$ cat config.mk
export PLATFORM = sky130hd
export DESIGN_NAME = aurora_seq_strip_flat
export DESIGN_NICKNAME = d
export VERILOG_FILES = /design/src/rtl/aurora_seq_strip_if.sv /design/src/rtl/aurora_seq_strip.sv /design/src/flat_wrapper.sv
export SDC_FILE = /design/constraint.sdc
export NUM_CORES = 1
export LEC_CHECK = 0
export CORE_MARGIN = 2
export CORE_UTILIZATION = 45
export CTS_CLUSTER_DIAMETER = 40
export DETAILED_ROUTE_END_ITERATION = 16
export PLACE_DENSITY = 0.78
export SKIP_CTS_REPAIR_TIMING = 1
export SLEW_MARGIN = 0
export SYNTH_ARGS = -nofsm -noshare
export SYNTH_HDL_FRONTEND = slang
export SYNTH_SLANG_ARGS = --single-unit
$ cat constraint.sdc
create_clock -name m_axis_aclk -period 2.36 [get_ports m_axis_aclk]
set_clock_uncertainty 0.05 [all_clocks]
set_input_delay 0.236 -clock m_axis_aclk [delete_from_list [all_inputs] [get_ports m_axis_aclk]]
set_output_delay 0.236 -clock m_axis_aclk [all_outputs]
set_load 0.005 [all_outputs]
$ cat src/rtl/aurora_seq_strip_if.sv
// AXI-Stream beat bundle (tvalid/tdata/tlast/tready) used on both sides of aurora_seq_strip.
interface aurora_seq_strip_if;
  logic        tvalid;
  logic [31:0] tdata;
  logic        tlast;
  logic        tready;

  modport master (output tvalid, output tdata, output tlast, input tready);
  modport slave  (input tvalid, input tdata, input tlast, output tready);
endinterface

$ cat src/rtl/aurora_seq_strip.sv
// Aurora RX trailer strip: drops the {16'h0, seq} word ending each frame, moves tlast
// onto the last payload word, checks seq continuity and keeps status counters.
module aurora_seq_strip #(
  parameter int          CNT_WIDTH = 16,
  parameter logic [15:0] SEQ_INIT  = 16'h0001
) (
  input  logic                 m_axis_aclk,
  input  logic                 m_axis_aresetn,
  input  logic                 ctrl_strip_seq_en,
  input  logic                 stat_clr,
  aurora_seq_strip_if.slave    s_axis,
  aurora_seq_strip_if.master   m_axis,
  output logic                 seq_err,
  output logic [15:0]          stat_seq_last,
  output logic [CNT_WIDTH-1:0] stat_seq_err_cnt,
  output logic [CNT_WIDTH-1:0] stat_fmt_err_cnt,
  output logic [CNT_WIDTH-1:0] stat_empty_cnt,
  output logic [31:0]          stat_frame_cnt
);

  logic        mode;
  logic        in_frame;
  logic        hold_valid;
  logic [31:0] hold_data;
  logic [15:0] seq_exp;
  logic        s_rdy;
  logic        s_fire;
  logic        trailer;
  logic        idle;
  logic [15:0] seq;

  always_comb begin
    if (mode) begin
      // a held word can only leave once the next beat tells us whether it is last
      m_axis.tvalid = hold_valid & s_axis.tvalid;
      m_axis.tdata  = hold_data;
      m_axis.tlast  = s_axis.tlast;
      s_rdy         = !hold_valid | m_axis.tready;
    end else begin
      m_axis.tvalid = s_axis.tvalid;
      m_axis.tdata  = s_axis.tdata;
      m_axis.tlast  = s_axis.tlast;
      s_rdy         = m_axis.tready;
    end
  end

  assign s_axis.tready = s_rdy;
  assign s_fire  = s_axis.tvalid & s_rdy;
  assign trailer = mode & s_fire & s_axis.tlast;
  assign idle    = !hold_valid & !in_frame;
  assign seq     = s_axis.tdata[15:0];

  function automatic logic [CNT_WIDTH-1:0] sat_inc(input logic [CNT_WIDTH-1:0] c);
    return (&c) ? c : c + 1'b1;
  endfunction

  always_ff @(posedge m_axis_aclk or negedge m_axis_aresetn) begin
    if (!m_axis_aresetn) begin
      mode             <= 1'b1;
      in_frame         <= 1'b0;
      hold_valid       <= 1'b0;
      hold_data        <= '0;
      seq_exp          <= SEQ_INIT;
      seq_err          <= 1'b0;
      stat_seq_last    <= '0;
      stat_seq_err_cnt <= '0;
      stat_fmt_err_cnt <= '0;
      stat_empty_cnt   <= '0;
      stat_frame_cnt   <= '0;
    end else begin
      seq_err <= 1'b0;
      if (s_fire) in_frame <= !s_axis.tlast;
      // mode only changes between frames, including right after a single-beat frame
      if (idle && (!s_fire || s_axis.tlast)) mode <= ctrl_strip_seq_en;

      if (mode && s_fire) begin
        if (!s_axis.tlast) begin
          hold_data  <= s_axis.tdata;
          hold_valid <= 1'b1;
        end else begin
          hold_valid <= 1'b0;
        end
      end

      if (trailer) begin
        stat_seq_last <= seq;
        seq_exp       <= seq + 16'd1;
        if (seq != seq_exp) seq_err <= 1'b1;
      end

      if (stat_clr) begin
        stat_seq_err_cnt <= '0;
        stat_fmt_err_cnt <= '0;
        stat_empty_cnt   <= '0;
        stat_frame_cnt   <= '0;
      end else begin
        if (s_fire && s_axis.tlast) stat_frame_cnt <= stat_frame_cnt + 32'd1;
        if (trailer && seq != seq_exp) stat_seq_err_cnt <= sat_inc(stat_seq_err_cnt);
        if (trailer && s_axis.tdata[31:16] != 16'h0) stat_fmt_err_cnt <= sat_inc(stat_fmt_err_cnt);
        if (trailer && !hold_valid) stat_empty_cnt <= sat_inc(stat_empty_cnt);
      end
    end
  end

endmodule
$ cat src/flat_wrapper.sv
// flat-port wrapper written by rule: the top's interface ports become plain ports
module aurora_seq_strip_flat 
#(
  parameter int          CNT_WIDTH = 16,
  parameter logic [15:0] SEQ_INIT  = 16'h0001
)
  (m_axis_aclk, m_axis_aresetn, ctrl_strip_seq_en, stat_clr, seq_err, stat_seq_last, stat_seq_err_cnt, stat_fmt_err_cnt, stat_empty_cnt, stat_frame_cnt, s_axis_tvalid, s_axis_tdata, s_axis_tlast, s_axis_tready, m_axis_tvalid, m_axis_tdata, m_axis_tlast, m_axis_tready);
  aurora_seq_strip_if s_axis_i ();
  aurora_seq_strip_if m_axis_i ();
  input  logic m_axis_aclk;
  input  logic m_axis_aresetn;
  input  logic ctrl_strip_seq_en;
  input  logic stat_clr;
  output logic seq_err;
  output logic [15:0] stat_seq_last;
  output logic [CNT_WIDTH-1:0] stat_seq_err_cnt;
  output logic [CNT_WIDTH-1:0] stat_fmt_err_cnt;
  output logic [CNT_WIDTH-1:0] stat_empty_cnt;
  output logic [31:0] stat_frame_cnt;
  input wire logic [$bits(s_axis_i.tvalid)-1:0] s_axis_tvalid;
  input wire logic [$bits(s_axis_i.tdata)-1:0] s_axis_tdata;
  input wire logic [$bits(s_axis_i.tlast)-1:0] s_axis_tlast;
  output wire logic [$bits(s_axis_i.tready)-1:0] s_axis_tready;
  output wire logic [$bits(m_axis_i.tvalid)-1:0] m_axis_tvalid;
  output wire logic [$bits(m_axis_i.tdata)-1:0] m_axis_tdata;
  output wire logic [$bits(m_axis_i.tlast)-1:0] m_axis_tlast;
  input wire logic [$bits(m_axis_i.tready)-1:0] m_axis_tready;
  assign s_axis_i.tvalid = s_axis_tvalid;
  assign s_axis_i.tdata = s_axis_tdata;
  assign s_axis_i.tlast = s_axis_tlast;
  assign s_axis_tready = s_axis_i.tready;
  assign m_axis_tvalid = m_axis_i.tvalid;
  assign m_axis_tdata = m_axis_i.tdata;
  assign m_axis_tlast = m_axis_i.tlast;
  assign m_axis_i.tready = m_axis_tready;
  aurora_seq_strip #(.CNT_WIDTH(CNT_WIDTH), .SEQ_INIT(SEQ_INIT)) u_core (.m_axis_aclk(m_axis_aclk), .m_axis_aresetn(m_axis_aresetn), .ctrl_strip_seq_en(ctrl_strip_seq_en), .stat_clr(stat_clr), .s_axis(s_axis_i), .m_axis(m_axis_i), .seq_err(seq_err), .stat_seq_last(stat_seq_last), .stat_seq_err_cnt(stat_seq_err_cnt), .stat_fmt_err_cnt(stat_fmt_err_cnt), .stat_empty_cnt(stat_empty_cnt), .stat_frame_cnt(stat_frame_cnt));
endmodule
---- Yosys cells after proc, flatten, opt, wreduce, memory -nomap -nowiden ----
Index checks and enable logic that the tools add are counted.
Widths: inputs -> output; s select.
cells by class
  add/sub/neg operators ................... 5
  multiply operators ...................... 0
  divide/modulo/power cells ............... 0
  $lt $le $gt $ge ......................... 0
  equality and inequality tests ........... 4
  shift-type cells ........................ 0
  muxes and demuxes ....................... 17
  bitwise gates (word level) .............. 7
  reductions and logical operators ........ 23
operators with widths
  cell                   count
  $mux 16                9
  $mux 32                3
  $add 16x1->16 const B  4
  $reduce_and 16->1      3
  $add 32x1->32 const B  1
  $ne 16x16->1           1
  $reduce_bool 16->1     1
  $reduce_and 2->1       4
  $reduce_bool 2->1      4
  $logic_and 1x1->1      6
  $ne 2x2->1 const B     3
  $and 1x1->1            5
  $mux 1                 5
  $logic_not 1->1        4
  $logic_or 1x1->1       1
  $not 1->1              1
  $or 1x1->1             1
storage, ports and cells
  flip-flop bits (word level) ............. 148
  bits in latches ......................... 0
  RAM bits ................................ 0
  memory bits (read-only) ................. 0
  input port bits ......................... 39
  output and inout port bits .............. 132
  memories ................................ 0

---- Depth between registers and ports, before layout ----
  word-level depth ........................ 9
  depth in mapped cells ................... 8
  mapped depth without buffers ............ 6

---- Least setup slack after synthesis ----
No wires, ideal clock.
  path type ............................... register to register
  from .................................... register u_core.stat_seq_err_cnt[0]
  to ...................................... register u_core.stat_seq_err_cnt[14]
  library setup time ...................... 0.125 ns
  arrival time ............................ 1.930 ns
  required time ........................... 2.185 ns
  path slack .............................. 0.255 ns
  stages on the path, launching flop included .. 9
  period minus slack after synthesis ...... 2.105 ns
  path through ............................ dfrtp_1 ha_1 nand2_1 or4_4 buf_6 nor2_8 buf_12 nor4_2 mux2_4
on the way
  cells in the longest elaborated chain, start to end .. 4
ends and longest elaborated chain
  element                 RTL line                text
  from (decl)             aurora_seq_strip.sv:15  output logic [CNT_WIDTH-1:0] stat_seq_err_cnt,
  from (signal assigned)  aurora_seq_strip.sv:98  if (trailer && seq != seq_exp) stat_seq_err_cnt <= sat_inc(stat_seq_err_cnt);
  $add 16x1->16           aurora_seq_strip.sv:54  return (&c) ? c : c + 1'b1;
  $mux 16                 aurora_seq_strip.sv:54
  $mux 16                 aurora_seq_strip.sv:98
  $mux 16                 aurora_seq_strip.sv:91  if (stat_clr) begin
Parallel ways exist; a longest one is shown, timed or not. The select of a mux whose other input is x is not followed.
A chain may end at the register's enable or synchronous reset.

---- Worst setup path in the final report ----
  from .................................... register u_core.mode
  to ...................................... output port m_axis_tdata[8]
on the way
  cells in the longest elaborated chain, start to end .. 1
ends and longest elaborated chain
  element                 RTL line                text
  from (decl)             aurora_seq_strip.sv:21  logic mode;
  from (signal assigned)  aurora_seq_strip.sv:74  if (idle && (!s_fire || s_axis.tlast)) mode <= ctrl_strip_seq_en;
  $mux 32                 aurora_seq_strip.sv:33  if (mode) begin
  to (decl)               flat_wrapper.sv:25      output wire logic [$bits(m_axis_i.tdata)-1:0] m_axis_tdata;
Every way passes these cells.

==> out/qor.txt <==
CTS tree: done
Cells after synthesis: 802
CTS sink cnt: 148
Clock Root Buffer: clkbuf_16
Slowest Stage Delay on Critical Path: 0.56 ns
Area grow syn2layout: 38.4%
Worst-margin pin slew: 0.570 ns
Wirelength per Cell: 16.9 µm
Status: finished clean
Drt total wl: 21.0 mm
HPWL Detailed: 14.6 mm
Cell Int Power: 6.61 mW
Final min period: 2.35 ns
Synthesized cell area: 7860 µm²
RSZ-0062 raised after global routing: true
Vias in the first global route: 6486
Die width: 136 µm
Yosys cell types: 60
Sequential fraction of the synthesis area: 0.472
Sw frac: 0.276
DRC viols: 0
Fill count: 1404
First-pass GRT wire length: 33.2 mm
DR iter-0 viols: 399
Req. time, crit path: 2.07 ns
Fin. Hold Viols: 0
# IOs: 171
Finished Cell Area: 10900 µm²
Max-Cap Viols: 0
Sw power: 2.52 mW
Placed Area: 10000 µm²
Power share of the clock group: 0.306
Worst path arrival time: 2.06 ns
Skew-Pair Late Insertion Delay: 0.42 ns
Slowest cell on the critical path: dfstp_2
Syn nets: 846
Number of synthesized flops with an enable pin: 0
CP Capture Type: primary output
Worst path top cell family by delay: buffers and inverters
Top_reg_cell synth: dfrtp_1
Logic gate share of total power: 0.316
Fmax: 426 MHz
Drt pass-1 iters: 5
Diode count: 0
Final Slew Violations: 0
Tcrit/Tclk final: 0.995
Worst slew margin: 0.618
Buf/Inv on CP: 3
Yosys reg bits: 148
GRT Residual Overflow: 0
Largest net degree at the start of global routing: 73
CTS H-Tree Depth: 4
Antenna viol nets, final: 0
Sequential share of power: 0.378
Syn. warnings: 0
Routability congestion estimate: 0.863
Clk slew on worst S/H paths: 0.06 ns
Final total power: 9.13 mW
Worst-path cell chain: buf_4 > buf_12 > mux2_2 > clkdlybuf4s50_1
Die H: 136 µm
I/O Buffers: 170
Final setup violation count: 0
Initial antenna violation count: 0
P per Cell Area: 839 nW/µm²
Startpoint Class: register
Core area: 17200 µm²
Critical path type: register to primary output
Layout cells sized above 1: 0.181
Starting density of the core: 0.458
Async set or reset register ratio after synthesis: 1.00
Cell row count: 48
Vias: 6780
CTS max path bufs: 2
Die footprint: 18500 µm²
Leak: 4.70 nW
Maximum vdd drop: 583 µV
Vias per inst: 5.45
Syn Area/Cell: 9.80 µm²
Critical Path Fanout Max: 9
Nets: 1051
Type of the tightest min-delay check: primary input to register
Total GRT Usage: 0.227
CTS Buf Count: 17
path summary, 6_finish.rpt:
kind                                         endpoint  slack [ns]  depth (start not counted)                    start
min reg2reg                   u_core.stat_seq_last[3]        0.43                          2  u_core.stat_seq_last[3]
max reg2reg                u_core.stat_seq_err_cnt[5]        0.08                          6              u_core.mode
max in group asynchronous   u_core.stat_frame_cnt[31]        1.26                          3           m_axis_aresetn
max                                   m_axis_tdata[8]        0.01                          4              u_core.mode
min in group asynchronous         u_core.hold_data[7]        0.26                          2           m_axis_aresetn
min                         u_core.stat_frame_cnt[13]        0.07                          2                 stat_clr
final cells by class:
class	instances	area (µm²)	share of cell area
Multi-Input combinational cell	594	3880	0.356
Tap cell	225	282	0.0259
Clock inverter	8	124	0.0114
Sequential cell	148	3710	0.341
Clock buffer	24	482	0.0443
Timing Repair Buffer	232	2360	0.217
Inverter	14	52.6	0.00483
cell usage after synthesis (2+ instances only):
cell | count | area [µm²]
buf_2 | 17 | 85.1
mux2_4 | 3 | 45.0
o21a_1 | 4 | 30.0
clkbuf_1 | 20 | 75.1
nor3_1 | 13 | 65.1
or4_1 | 4 | 30.0
xnor2_1 | 45 | 394
nor2b_1 | 15 | 93.8
nand3b_1 | 3 | 22.5
mux2i_1 | 2 | 20.0
buf_1 | 3 | 11.3
o2111ai_1 | 3 | 26.3
nor4_4 | 2 | 42.5
o211ai_1 | 2 | 15.0
and4_1 | 7 | 61.3
and3_1 | 11 | 68.8
nor4_1 | 20 | 125
ha_1 | 5 | 62.6
dfrtp_1 | 146 | 3650
nor2_1 | 60 | 225
o211a_1 | 2 | 20.0
xor2_1 | 11 | 96.3
nand4_1 | 21 | 131
or3_1 | 22 | 138
o31ai_1 | 5 | 37.5
buf_4 | 3 | 22.5
nor4_2 | 2 | 25.0
o31a_1 | 3 | 26.3
a21oi_1 | 36 | 180
inv_1 | 13 | 48.8
nand3_1 | 33 | 165
mux2_2 | 69 | 777
nand2_1 | 110 | 413
and2_1 | 3 | 18.8
o21ai_0 | 53 | 265
nand4b_1 | 3 | 26.3
dfstp_2 | 2 | 52.6
nor3b_1 | 3 | 22.5
nor4b_1 | 2 | 17.5
sequential cells by signal (all words and copies together) (netlist names):
| name | flops |
|---|---|
| u_core.stat_seq_err_cnt | 16 |
| u_core.stat_fmt_err_cnt | 16 |
| u_core.stat_frame_cnt | 32 |
| u_core.stat_empty_cnt | 16 |
| u_core.seq_exp | 16 |
| u_core.hold_data | 32 |
| u_core.hold_valid | 1 |
| u_core.seq_err | 1 |
| u_core.stat_seq_last | 16 |
| u_core.mode | 1 |
| u_core.in_frame | 1 |
cell usage in the layout, fill, tap and decap left out, drive strengths merged, types with 2 or more instances in the layout:
| cell | Yosys | layout |
|---|---|---|
| or4 | 6 | 6 |
| dfstp | 2 | 2 |
| mux2 | 72 | 72 |
| nand3 | 34 | 34 |
| o211a | 2 | 2 |
| and2 | 3 | 3 |
| and4 | 7 | 7 |
| and3 | 11 | 11 |
| nor2 | 61 | 61 |
| nor2b | 15 | 15 |
| o31a | 3 | 3 |
| o2111ai | 4 | 4 |
| clkinv | 1 | 4 |
| inv | 13 | 13 |
| nand4 | 21 | 21 |
| nor4b | 2 | 2 |
| ha | 5 | 5 |
| dfrtp | 146 | 146 |
| xnor2 | 45 | 45 |
| a21oi | 36 | 36 |
| nand2 | 110 | 110 |
| bufinv | 0 | 3 |
| buf | 25 | 61 |
| o21a | 4 | 4 |
| clkinvlp | 0 | 2 |
| nor3 | 14 | 14 |
| o31ai | 5 | 5 |
| or3 | 23 | 23 |
| or2 | 2 | 2 |
| clkbuf | 21 | 26 |
| xor2 | 11 | 11 |
| nand4b | 4 | 4 |
| nor3b | 3 | 3 |
| dlymetal6s2s | 0 | 27 |
| nor4 | 24 | 24 |
| mux2i | 2 | 2 |
| o211ai | 3 | 3 |
| o21ai | 54 | 54 |
| nand3b | 3 | 3 |
| clkdlybuf4s50 | 0 | 141 |
stage by stage:
stage                     setup TNS, ns  utilization  cells  hold WS [ns]  setup WS, ns
after floorplan                       0            -    802        -0.110         0.255
after global placement                0        0.584   1199         0.141        0.0521
after detailed placement              0        0.584   1199         0.142        0.0196
after CTS                         -1.32        0.620   1231        -0.312       -0.0886
after global routing            -0.0731        0.634   1245        0.0806       -0.0552
final                                 0        0.634   1245        0.0744        0.0123
power groups by stage:
stage	Sequential, mW	Clock (mW)	Combinational (mW)
floorplan	3.41	0	1.30
global placement	3.47	0	2.59
detailed placement	3.49	0	2.64
CTS	3.45	2.85	2.67
global route	3.51	2.96	3.14
finish	3.45	2.80	2.89
worst reg2reg max path, stage by stage (launching register included):
cell	delay [ns]
dfstp_2	0.56
buf_4	0.13
nand3_1	0.16
or2_2	0.39
or3_1	0.42
nor3_2	0.14
mux2_4	0.31
kinds of logic after synthesis:
| kind of cell | share of synthesized area |
|---|---|
| buffers and inverters | 0.0371 |
| adders and majority gates | 0.00796 |
| xor gates and xnor gates | 0.0624 |
| and+or+nand+nor | 0.227 |
| muxes | 0.107 |
| AOI/OAI and AO/OA | 0.0866 |
| DFF | 0.472 |
metal layers:
metal	global-route usage	wire length [µm]	vias to the layer above	part of all wire
li1	-	-	3255	-
met1	0.306	9320	3293	0.44
met2	0.355	10000	192	0.48
met3	0.0574	1180	40	0.056
met4	0.0851	514	0	0.024
met5	0	0	-	0
Note: power is estimated with default switching activity, not from simulation.
